**src/rtl/mc_control_fsm.sv**
```systemverilog
// Main control sequencer for the multi-cycle core: walks each instruction through fetch/decode/execute/memory/writeback.
// Latency: decodes are combinational from the registered state; one state per clock, 2-5 cycles per instruction.
// Backpressure: none; the sequence is fixed by opcode and there is no stall input.
module mc_control_fsm #(
    parameter int CNT_W = 32
) (
    input  logic             clk,
    input  logic             rst,
    input  logic [5:0]       opcode,
    input  logic             zero,
    output logic             pc_en,
    output logic             iord,
    output logic             mem_read,
    output logic             mem_write,
    output logic             ir_write,
    output logic             reg_dst,
    output logic             mem_to_reg,
    output logic             reg_write,
    output logic             alu_src_a,
    output logic [1:0]       alu_src_b,
    output logic [1:0]       alu_op,
    output logic [1:0]       pc_source,
    output logic             halted,
    output logic [3:0]       state,
    output logic [CNT_W-1:0] instr_retired
);

    typedef enum logic [3:0] {
        S_FETCH    = 4'd0,
        S_DECODE   = 4'd1,
        S_MEMADR   = 4'd2,
        S_MEMRD    = 4'd3,
        S_MEMWB    = 4'd4,
        S_MEMWR    = 4'd5,
        S_EXEC     = 4'd6,
        S_RTYPE_WB = 4'd7,
        S_BRANCH   = 4'd8,
        S_ADDI_EX  = 4'd9,
        S_ADDI_WB  = 4'd10,
        S_JUMP     = 4'd11,
        S_HALT     = 4'd12
    } state_t;

    localparam logic [5:0] OP_RTYPE = 6'b000000;
    localparam logic [5:0] OP_LW    = 6'b100011;
    localparam logic [5:0] OP_SW    = 6'b101011;
    localparam logic [5:0] OP_BEQ   = 6'b000100;
    localparam logic [5:0] OP_ADDI  = 6'b001000;
    localparam logic [5:0] OP_J     = 6'b000010;
    localparam logic [5:0] OP_HALT  = 6'b111111;

    state_t           state_q;
    state_t           state_d;
    logic             pc_en_raw;
    logic             mem_write_raw;
    logic             ir_write_raw;
    logic             reg_write_raw;
    logic             retire;
    logic [CNT_W-1:0] retired_q;

    // State register: reset returns to FETCH, abandoning any instruction in flight.
    always_ff @(posedge clk) begin
        if (rst) begin
            state_q <= S_FETCH;
        end else begin
            state_q <= state_d;
        end
    end

    // Next-state and per-state control decode; everything not named in a state stays 0.
    always_comb begin
        state_d       = S_FETCH;
        pc_en_raw     = 1'b0;
        iord          = 1'b0;
        mem_read      = 1'b0;
        mem_write_raw = 1'b0;
        ir_write_raw  = 1'b0;
        reg_dst       = 1'b0;
        mem_to_reg    = 1'b0;
        reg_write_raw = 1'b0;
        alu_src_a     = 1'b0;
        alu_src_b     = 2'b00;
        alu_op        = 2'b00;
        pc_source     = 2'b00;
        halted        = 1'b0;
        retire        = 1'b0;
        case (state_q)
            S_FETCH: begin
                mem_read     = 1'b1;
                ir_write_raw = 1'b1;
                alu_src_b    = 2'b01;
                pc_en_raw    = 1'b1;
                state_d      = S_DECODE;
            end
            S_DECODE: begin
                // Speculatively form the branch target into ALUOut.
                alu_src_b = 2'b11;
                case (opcode)
                    OP_LW, OP_SW: state_d = S_MEMADR;
                    OP_RTYPE:     state_d = S_EXEC;
                    OP_BEQ:       state_d = S_BRANCH;
                    OP_ADDI:      state_d = S_ADDI_EX;
                    OP_J:         state_d = S_JUMP;
                    OP_HALT:      state_d = S_HALT;
                    default:      state_d = S_FETCH;
                endcase
            end
            S_MEMADR: begin
                alu_src_a = 1'b1;
                alu_src_b = 2'b10;
                // IR is still stable here, so lw/sw are told apart without latching opcode.
                state_d   = (opcode == OP_LW) ? S_MEMRD : S_MEMWR;
            end
            S_MEMRD: begin
                mem_read = 1'b1;
                iord     = 1'b1;
                state_d  = S_MEMWB;
            end
            S_MEMWB: begin
                mem_to_reg    = 1'b1;
                reg_write_raw = 1'b1;
                retire        = 1'b1;
                state_d       = S_FETCH;
            end
            S_MEMWR: begin
                mem_write_raw = 1'b1;
                iord          = 1'b1;
                retire        = 1'b1;
                state_d       = S_FETCH;
            end
            S_EXEC: begin
                alu_src_a = 1'b1;
                alu_op    = 2'b10;
                state_d   = S_RTYPE_WB;
            end
            S_RTYPE_WB: begin
                reg_dst       = 1'b1;
                reg_write_raw = 1'b1;
                retire        = 1'b1;
                state_d       = S_FETCH;
            end
            S_BRANCH: begin
                alu_src_a = 1'b1;
                alu_op    = 2'b01;
                pc_source = 2'b01;
                pc_en_raw = zero;
                retire    = 1'b1;
                state_d   = S_FETCH;
            end
            S_ADDI_EX: begin
                alu_src_a = 1'b1;
                alu_src_b = 2'b10;
                state_d   = S_ADDI_WB;
            end
            S_ADDI_WB: begin
                reg_write_raw = 1'b1;
                retire        = 1'b1;
                state_d       = S_FETCH;
            end
            S_JUMP: begin
                pc_source = 2'b10;
                pc_en_raw = 1'b1;
                retire    = 1'b1;
                state_d   = S_FETCH;
            end
            S_HALT: begin
                halted  = 1'b1;
                state_d = S_HALT;
            end
            default: begin
                state_d = S_FETCH;
            end
        endcase
    end

    // Write strobes are squashed while reset is held so an abandoned instruction leaves no partial write.
    assign pc_en     = pc_en_raw     & ~rst;
    assign mem_write = mem_write_raw & ~rst;
    assign ir_write  = ir_write_raw  & ~rst;
    assign reg_write = reg_write_raw & ~rst;

    // Retired-instruction counter: bumps on the edge leaving a final state, wraps naturally, reset wins.
    always_ff @(posedge clk) begin
        if (rst) begin
            retired_q <= '0;
        end else if (retire) begin
            retired_q <= retired_q + CNT_W'(1);
        end
    end

    assign state         = state_q;
    assign instr_retired = retired_q;

endmodule

```
**config.mk**
```make
export PLATFORM = sky130hd
export DESIGN_NAME = mc_control_fsm
export DESIGN_NICKNAME = d
export VERILOG_FILES = /design/src/rtl/mc_control_fsm.sv
export SDC_FILE = /design/constraint.sdc
export NUM_CORES = 1
export LEC_CHECK = 0
export ABC_AREA = 1
export BUFFER_PORTS_ARGS = -buffer_cell sky130_fd_sc_hd__buf_2
export CAP_MARGIN = 20
export CORE_MARGIN = 5
export CORE_UTILIZATION = 57
export DETAILED_ROUTE_END_ITERATION = 16
export GPL_TIMING_DRIVEN = 0
export PLACE_DENSITY = 0.84
export SLEW_MARGIN = 20
export SYNTH_ARGS = -nofsm -noshare
export SYNTH_HDL_FRONTEND = slang
export SYNTH_SLANG_ARGS = --single-unit
```
**constraint.sdc**
```tcl
create_clock -name clk -period 2.6 [get_ports clk]
set_input_delay 0.52 -clock clk [delete_from_list [all_inputs] [get_ports clk]]
set_output_delay 0.52 -clock clk [all_outputs]
set_load 0.005 [all_outputs]
```
Yosys cells after proc, flatten, opt, wreduce, memory -nomap -nowiden
Index checks and enable logic that the tools add are counted. Widths: inputs -> output; s select.

Register bits after elaboration: 36. Input port bits: 9. Output and inout bits: 52.

Add/subtract/negate cells: 1. Equal/unequal tests: 18. Muxes and demuxes: 17. Bitwise gates (word level): 5. Reduce and logical (&&, ||, !) cells: 10.

Operators by type and width (number): $add 32x1->32 const B (1); $pmux 4 s7 (1); $pmux 4 s6 (1); $eq 4x4->1 const B (5); $eq 6x6->1 const B (3); $eq 4x3->1 const B (4); $mux 1 (10); $reduce_or 2->1 (5); $eq 4x2->1 const B (2); $pmux 2 s2 (2); $eq 6x2->1 const B (1); $eq 6x3->1 const B (1); $eq 6x4->1 const B (1); $logic_not 6->1 (1); $pmux 2 s3 (1); $reduce_or 6->1 (1); $and 1x1->1 (4); $eq 4x1->1 const B (1); $logic_not 4->1 (1); $reduce_or 4->1 (1); $mux 3 (1); $reduce_or 3->1 (1); $pmux 1 s2 (1); $not 1->1 (1).

Logic depth before layout (Yosys ltp)
Gate-level depths: netlist (run 1).

Depth after elaboration: 4. Gate-level depth with buffers: 10. Mapped depth without buffers: 10.

Worst setup path before layout (run 1)
Ideal clock, no wire load.

Path type: in2out. Start: input rst. End: output ir_write. Data arrival time: 1.154 ns. Path slack: 0.926 ns. Stages: 3. Cells stage by stage: clkbuf_1 > clkbuf_1 > nor2_1.

Word-level cells in the longest chain between the ends: 2.

RTL lines: start: declaration (line 8) `input logic rst,`; $not 1->1 (line 179) `assign ir_write = ir_write_raw & ~rst;`; $and 1x1->1 (line 179); end: declaration (line 15) `output logic ir_write,`.

No other way between the ends.

Worst setup path in the final report (run 1)
Same ends and word-level chain as after synthesis.

==> out/metrics.cfg, run 1 <==
[worst_setup_path]
reg2reg_from = instr_retired[0]
worst_r2r_path_depth = 8
crit_type = in -> out
cp.arrival_ns = 1.69
worstPathRequired_ns = 2.08
reg2reg_slack_ns = 0.88
cp-endpoint = ir_write
cp-start-kind = input pin
r2r-end = instr_retired[30]
critPathCaptureType = output pin
critPathLaunch = rst
path_max_fanout = 10

[logic_synthesis]
synth_most_common_cell = nand2_1
synth_cell_types = 31
synth_area_um2 = 2330
synth_nets = 394
synthTopCellsByArea = dfxtp_1 (31%), nand2_1 (15%), nor2_1 (12%)
yosys-top-cells-count = nand2_1 (95), nor2_1 (75), inv_1 (47)
synth_edf_count = 0
netlist_instances = 384
async_flop_share = 0
synth_warnings = 0
yosys_most_used_dff = dfxtp_1
synth_top_area_frac = 0.310
syn_avg_cell_area_um2 = 6.06
ys_seq_area_frac = 0.310
yosys.area.top_type = dfxtp_1
synth-seq-cells = 36

[die]
start_util = 0.586
num_rows = 23
die_h_um = 73.9
coreArea_um2 = 3970
die_x_um = 73.9
dieArea_um2 = 5460
io_pins = 61

[cts]
cts_sinks = 36
cts_root_buffer = clkbuf_8
post-cts-setup-buffer-count = 0
clk_latency_ns = 0.28
ctsResizeCount = 0
cts_tree = built
cts_hold_buf = 0
cts_buffers = 5
cts_max_level = 2
clk_path_buf_depth = 2
path_clk_slew_ns = 0.07

[status]
status = complete, no violations

[finish]
final_layout_size_suffix_gt1_frac = 0.204
seq_area_um2 = 721
multiInputGateArea_um2 = 1360
antenna_cells = 0
nets = 460
stdcell_count = 500
design_area_um2 = 2760
fillCellCount = 378
area_delta_synth_final_pct = 18.7

[timing]
post-route-min-period_ns = 2.21
drv_slew = 0
setup_ws_ns = 0.391
worstMarginPinSlew_ns = 0.643
relSlewSlack = 0.571
grt_setup_unrepaired = false
fin_skew_ns = 0.00324
fmax_mhz = 453
hold_slack_ns = 0.501
period_share = 0.850
setup-tns-final_ns = 0
hold_viol_final = 0
finalSetupViolCount = 0

[place]
postPlaceCellArea_um2 = 2690
place_congestion = 0.853
post-place-cells = 493
pre_cts_ws_ns = 0.398
portBuffers = 59
dp_hpwl_um = 4860

[global_routing]
grt_pass1_vias = 2420
grt_pass1_wl_um = 10400
grt_max_degree = 11
grt-ovfl-total = 0
grt_usage = 0.239
antenna_found_initial = 0

[routing]
final_antenna_net_count = 0
route.vias.total = 2678
wire_per_inst_um = 12.5
route.detailed.drc = 0
viasPerCell = 5.36
dr.pass1.iters = 5
drtIter0Drc = 240
routed_wirelength_um = 6250

[pwr]
p_leak_nw = 1.34
ir_drop_mv = 0.232
power.density_nw_per_um2 = 366

[worst_hold_path]
whs_path_depth = 2
min_from = instr_retired[10]
hp-class = reg -> reg

[job]
max_cap_viol_count = 0

## layer usage
metal  global-route usage  share of wire
met1                0.300           0.42
met2                0.414           0.49
met3               0.0274          0.074
met4               0.0926          0.013
met5                    0              0
## state kept, by name, indices dropped and copies added, names as in the netlist
register       count
state              4
instr_retired     32
## worst min-delay path by stage
stage	to	slack, ns
final	instr_retired[10]	0.50
after CTS	instr_retired[14]	0.50
after global routing	instr_retired[12]	0.53
after floorplan	instr_retired[7]	0.47
after global placement	instr_retired[7]	0.48
after detailed placement	instr_retired[14]	0.49
## power breakdown
part	internal (mW)	switching (mW)
logic	0.0273	0.0503
registers	0.554	0.00370
clock network	0.182	0.193
total	0.763	0.247
## final cells by class
| cell class | instances | share of cell area |
|---|---|---|
| Inverter | 52 | 0.0707 |
| Tap cell | 50 | 0.0226 |
| Multi-Input combinational cell | 289 | 0.493 |
| Clock buffer | 6 | 0.0263 |
| Timing Repair Buffer | 59 | 0.107 |
| Buffer | 7 | 0.0177 |
| Sequential cell | 36 | 0.261 |
| Clock inverter | 1 | 0.00181 |
## layout by cell type, fill, tap and decap left out, types with 2 or more instances in the layout
cell	n
o21ai_0	10
dfxtp_1	36
nor2_1	75
and3_1	3
nand3b_1	2
inv_1	47
o21ai_1	3
nor3_2	2
nand3_1	34
nor3b_1	2
nand2_2	2
buf_2	59
nand2_1	95
nand2_4	3
nor3_1	7
clkbuf_1	4
nor2_2	6
nand4_1	9
nor2_4	5
inv_2	4
a21oi_1	25
clkbuf_8	5
## through the flow
stage	total power [mW]	utilization
after CTS	1.02	0.696
final	1.01	0.696
after detailed placement	0.647	0.676
after floorplan	0.616	-
after global routing	1.05	0.696
after global placement	0.645	0.676
## worst max-delay path, cell delays in order
cell      delay (ns)
clkbuf_1        0.36
clkbuf_1        0.55
nor2_1          0.10
buf_2           0.15
## cell families (layout without fill, tap and decap cells)
family / Yosys count / after routing / share of synthesized area
AND/OR/NAND/NOR: 248 / 248 / 0.492
adder cells (fa/ha/maj): 1 / 1 / 0.00538
AO/OA/AOI/OAI: 40 / 40 / 0.0876
flip-flops: 36 / 36 / 0.310
buffers and inverters: 59 / 125 / 0.105
Power figures use the tool's default switching activity.
==> run 2: changes to the inputs <==
--- a/config.mk
+++ b/config.mk
@@ -9,10 +9,10 @@
 export BUFFER_PORTS_ARGS = -buffer_cell sky130_fd_sc_hd__buf_2
 export CAP_MARGIN = 20
 export CORE_MARGIN = 5
-export CORE_UTILIZATION = 57
+export CORE_UTILIZATION = 53
 export DETAILED_ROUTE_END_ITERATION = 16
 export GPL_TIMING_DRIVEN = 0
-export PLACE_DENSITY = 0.84
+export PLACE_DENSITY = 0.79
 export SLEW_MARGIN = 20
 export SYNTH_ARGS = -nofsm -noshare
 export SYNTH_HDL_FRONTEND = slang
==> constraint.sdc (replaced) <==
create_clock -name clk -period 2.25 [get_ports clk]
set_input_delay 0.45 -clock clk [delete_from_list [all_inputs] [get_ports clk]]
set_output_delay 0.45 -clock clk [all_outputs]
set_load 0.005 [all_outputs]
==> out/metrics.cfg, run 2 (same netlist as run 1, synthesis figures left out) <==
[cts]
cts_max_level = 2  ; unchanged
cts_root_buffer = clkbuf_8  ; unchanged
clk_path_buf_depth = 2  ; unchanged
cts_tree = built  ; unchanged
clk_latency_ns = 0.28  ; about the same
cts_hold_buf = 0  ; unchanged
ctsResizeCount = 0  ; unchanged
path_clk_slew_ns = 0.07  ; about the same
cts_sinks = 36  ; unchanged
post-cts-setup-buffer-count = 0  ; unchanged
cts_buffers = 5  ; unchanged

[routing]
viasPerCell = 5.23  ; was 5.36
dr.pass1.iters = 4  ; was 5
drtIter0Drc = 178  ; was 240
wire_per_inst_um = 12.3  ; was 12.5 µm
route.vias.total = 2626  ; was 2678
route.detailed.drc = 0  ; unchanged
routed_wirelength_um = 6180  ; was 6250 µm
final_antenna_net_count = 0  ; unchanged

[place]
portBuffers = 59  ; unchanged
pre_cts_ws_ns = 0.182  ; was 0.398 ns
dp_hpwl_um = 4930  ; was 4860 µm
post-place-cells = 495  ; was 493
place_congestion = 0.871  ; was 0.853
postPlaceCellArea_um2 = 2690  ; about the same

[worst_setup_path]
cp.arrival_ns = 1.56  ; was 1.69 ns
path_max_fanout = 10  ; unchanged
cp-start-kind = input pin  ; unchanged
critPathCaptureType = output pin  ; unchanged
worstPathRequired_ns = 1.80  ; was 2.08 ns
crit_type = in -> out  ; unchanged

[pwr]
p_leak_nw = 1.34  ; unchanged
p_clk_frac = 0.372  ; was 0.371
intPower_mw = 0.882  ; was 0.763 mW
total_power_mw = 1.16  ; was 1.01 mW
switching_share = 0.243  ; was 0.245
power.density_nw_per_um2 = 421  ; was 366 nW/µm²
ir_drop_mv = 0.304  ; was 0.232 mV
comb_power_share = 0.075  ; was 0.077
p_seq_frac = 0.553  ; was 0.552
p_sw_mw = 0.282  ; was 0.247 mW

[status]
status = complete, no violations  ; unchanged

[finish]
final_layout_size_suffix_gt1_frac = 0.204  ; unchanged
mostFrequentLayoutCell = nand2_1  ; unchanged
nets = 460  ; unchanged
stdcell_count = 502  ; was 500
antenna_cells = 0  ; unchanged
final_cell_mix = nand2_1 (95), nor2_1 (75), buf_2 (59)  ; unchanged
fin_util = 0.644  ; was 0.696
largest_reg_flops = 32  ; unchanged
area_delta_synth_final_pct = 18.8  ; was 18.7%
design_area_um2 = 2770  ; was 2760 µm²

[global_routing]
met2_usage = 0.383  ; was 0.414
grt_pass1_vias = 2386  ; was 2420
gr-usage-met3 = 0.0343  ; was 0.0274
grt.busiest_layer = met2  ; unchanged
grt-ovfl-total = 0  ; unchanged
grt_pass1_wl_um = 10900  ; was 10400 µm
antenna_found_initial = 0  ; unchanged
grt.met1_usage = 0.282  ; was 0.300
grt_usage = 0.220  ; was 0.239
grt_max_degree = 11  ; unchanged

[die]
die_h_um = 76.3  ; was 73.9 µm
coreArea_um2 = 4290  ; was 3970 µm²
num_rows = 24  ; was 23
start_util = 0.542  ; was 0.586
die_x_um = 76.3  ; was 73.9 µm
dieArea_um2 = 5820  ; was 5460 µm²
io_pins = 61  ; unchanged

[timing]
fmax_mhz = 498
hold_viol_final = 0  ; unchanged
relSlewSlack = 0.616  ; was 0.571
worstMarginPinSlew_ns = 0.576  ; was 0.643 ns
finalSetupViolCount = 0  ; unchanged
setup-tns-final_ns = 0  ; unchanged
setup_ws_ns = 0.242  ; was 0.391 ns
drv_slew = 0  ; unchanged
grt_setup_unrepaired = false  ; unchanged
period_share = 0.893
hold_slack_ns = 0.499  ; was 0.501 ns
post-route-min-period_ns = 2.01
fin_skew_ns = 0.00733  ; was 0.00324 ns

[job]
max_cap_viol_count = 0  ; unchanged

[worst_hold_path]
hp-class = reg -> reg  ; unchanged

## run 2: cell counts in the layout (fill, tap and decap cells not counted)
Identical to the previous run, type by type.
## run 2: path summary, 6_finish.rpt
path	startpoint	slack (ns)	endpoint	cells past startpoint
min reg2reg	instr_retired[10]	0.50	instr_retired[10]	2
max	rst	0.24	reg_write	4
max reg2reg	instr_retired[1]	0.56	instr_retired[20]	8
min	instr_retired[10]	0.50	instr_retired[10]	2
## run 2: cell type report
cell class,instances,area (µm²)
plain buffers,7,48.8
multi-input cells,289,1360
clock inverters,1,5.00
flip-flops and latches,36,721
clock buffers,6,72.6
inverters,52,195
well taps,52,65.1
fillers,446,1530
repair buffers,59,295
## run 2: routing by layer
metal | wire [µm] | up-vias
met3 | 449 | 10
met5 | 0 | -
met2 | 3100 | 93
li1 | - | 1355
met4 | 62 | 0
met1 | 2560 | 1168
## run 2: power groups by stage
stage | logic (mW) | registers, mW | clock network (mW)
after floorplan | 0.0539 | 0.658 | 0
after global placement | 0.0868 | 0.659 | 0
after detailed placement | 0.0887 | 0.659 | 0
after CTS | 0.0888 | 0.644 | 0.443
after global routing | 0.101 | 0.644 | 0.480
final | 0.0878 | 0.644 | 0.433
## run 2: worst max-delay path, cell delays in order
cell and delay, ns:
clkbuf_1 0.35, clkbuf_1 0.51, a21oi_1 0.10, buf_2 0.16
==> run 3: changes to the inputs <==
--- a/config.mk
+++ b/config.mk
@@ -8,8 +8,10 @@
 export ABC_AREA = 1
 export BUFFER_PORTS_ARGS = -buffer_cell sky130_fd_sc_hd__buf_2
 export CAP_MARGIN = 20
+export CELL_PAD_IN_SITES_DETAIL_PLACEMENT = 1
+export CELL_PAD_IN_SITES_GLOBAL_PLACEMENT = 2
 export CORE_MARGIN = 5
-export CORE_UTILIZATION = 53
+export CORE_UTILIZATION = 27
 export DETAILED_ROUTE_END_ITERATION = 16
 export GPL_TIMING_DRIVEN = 0
 export PLACE_DENSITY = 0.79
==> out/metrics.cfg, run 3 (same netlist as run 1, synthesis figures left out) <==
[finish]
fillCellCount = 1136  ; was 446
area_delta_synth_final_pct = 23.1  ; was 18.8%
stdcell_count = 556  ; was 502
final_layout_size_suffix_gt1_frac = 0.211  ; was 0.204
nets = 460  ; unchanged
design_area_um2 = 2870  ; was 2770 µm²
final_cell_mix = nand2_1 (95), nor2_1 (74), buf_2 (59)  ; was nand2_1 (95), nor2_1 (75), buf_2 (59)
antenna_cells = 0  ; unchanged
largest_reg_flops = 32  ; unchanged
mostFrequentLayoutCell = nand2_1  ; unchanged

[cts]
clk_latency_ns = 0.29  ; was 0.28 ns
post-cts-setup-buffer-count = 0  ; unchanged
cts_sinks = 36  ; unchanged
cts_root_buffer = clkbuf_8  ; unchanged
cts_buffers = 5  ; unchanged
path_clk_slew_ns = 0.07  ; about the same
cts_max_level = 2  ; unchanged
clk_path_buf_depth = 2  ; unchanged
cts_hold_buf = 0  ; unchanged
cts_tree = built  ; unchanged
ctsResizeCount = 0  ; unchanged

[pwr]
p_leak_nw = 1.35  ; was 1.34 nW
ir_drop_mv = 0.216  ; was 0.304 mV
power.density_nw_per_um2 = 459  ; was 421 nW/µm²

[timing]
fin_skew_ns = 0.0120  ; was 0.00733 ns
post-route-min-period_ns = 1.96  ; was 2.01 ns
period_share = 0.870  ; was 0.893
hold_viol_final = 0  ; unchanged
fmax_mhz = 511  ; was 498 MHz
drv_slew = 0  ; unchanged
hold_slack_ns = 0.500  ; was 0.499 ns
setup-tns-final_ns = 0  ; unchanged
grt_setup_unrepaired = false  ; unchanged
finalSetupViolCount = 0  ; unchanged
relSlewSlack = 0.553  ; was 0.616
worstMarginPinSlew_ns = 0.671  ; was 0.576 ns

[global_routing]
antenna_found_initial = 0  ; unchanged
grt-ovfl-total = 0  ; unchanged
grt_pass1_wl_um = 13000  ; was 10900 µm
grt_max_degree = 12  ; was 11
grt_usage = 0.156  ; was 0.220
grt_pass1_vias = 2636  ; was 2386

[worst_setup_path]
worstPathRequired_ns = 1.80  ; about the same
path_max_fanout = 5  ; was 10
cp.arrival_ns = 1.51  ; was 1.56 ns
critPathCaptureType = output pin  ; unchanged
cp-start-kind = flip-flop  ; was input pin
crit_type = reg -> out  ; was in -> out

[status]
status = complete, no violations  ; unchanged

[job]
max_cap_viol_count = 0  ; unchanged

[worst_hold_path]
hp-class = reg -> reg  ; unchanged

[routing]
final_antenna_net_count = 0  ; unchanged
viasPerCell = 4.74  ; was 5.23
routed_wirelength_um = 7790  ; was 6180 µm
route.detailed.drc = 0  ; unchanged
route.vias.total = 2634  ; was 2626
wire_per_inst_um = 14.0  ; was 12.3 µm
dr.pass1.iters = 4  ; unchanged
drtIter0Drc = 74  ; was 178

[die]
num_rows = 33  ; was 24
dieArea_um2 = 10600  ; was 5820 µm²
die_h_um = 103  ; was 76.3 µm
die_x_um = 103  ; was 76.3 µm
coreArea_um2 = 8300  ; was 4290 µm²
io_pins = 61  ; unchanged
start_util = 0.280  ; was 0.542

[place]
post-place-cells = 548  ; was 495
portBuffers = 59  ; unchanged
postPlaceCellArea_um2 = 2750  ; was 2690 µm²
place_congestion = 0.789  ; was 0.871
dp_hpwl_um = 6250  ; was 4930 µm

[run 3: changes by cell type in the layout (fill, tap and decap cells not counted)]
cell,delta
clkbuf_2,+1
nor2_2,+1
bufinv_16,+1
nor2_1,-1
clkbuf_1,-1
[run 3: final timing paths]
path                startpoint                end  slack [ns]  cells after the start
min reg2reg  instr_retired[10]  instr_retired[10]        0.50                      2
min          instr_retired[10]  instr_retired[10]        0.50                      2
max                   state[3]          alu_src_a        0.29                      7
max reg2reg   instr_retired[0]  instr_retired[28]        0.47                      8
[run 3: cell type report]
class	count	area [µm²]	share of cell area
well taps	105	131	0.0459
repair buffers	59	295	0.103
flip-flops and latches	36	721	0.252
plain buffers	7	50.0	0.0175
clock buffers	6	72.6	0.0253
multi-input cells	289	1370	0.476
clock inverters	2	35.0	0.0122
inverters	52	195	0.0681
[run 3: metrics by stage]
stage | utilization | power [mW] | worst slack (ns)
after global placement | 0.332 | 0.752 | 0.0883
after global routing | 0.345 | 1.38 | 0.0996
final | 0.345 | 1.31 | 0.292
after detailed placement | 0.332 | 0.753 | 0.0945
after floorplan | - | 0.712 | 0.715
after CTS | 0.345 | 1.34 | 0.0926
[run 3: worst max-delay path, stage by stage, from the launching register on]
cell     delay [ns]
dfxtp_1        0.47
inv_2          0.07
nor2_4         0.12
inv_1          0.09
o21ai_0        0.24
nor2_1         0.07
nand2_1        0.06
buf_2          0.11
[run 3: metal layers]
layer	share of wire	GRT usage	up-vias
li1	-	-	1352
met1	0.49	0.209	1231
met2	0.46	0.262	42
met3	0.037	0.0264	9
met4	0.013	0.0369	0
met5	0	0	-
[run 3: power by group]
group,internal (mW),leakage (nW),switching (mW)
combinational,0.0319,1.01,0.0607
sequential,0.640,0.290,0.00412
clock,0.329,0.0552,0.248
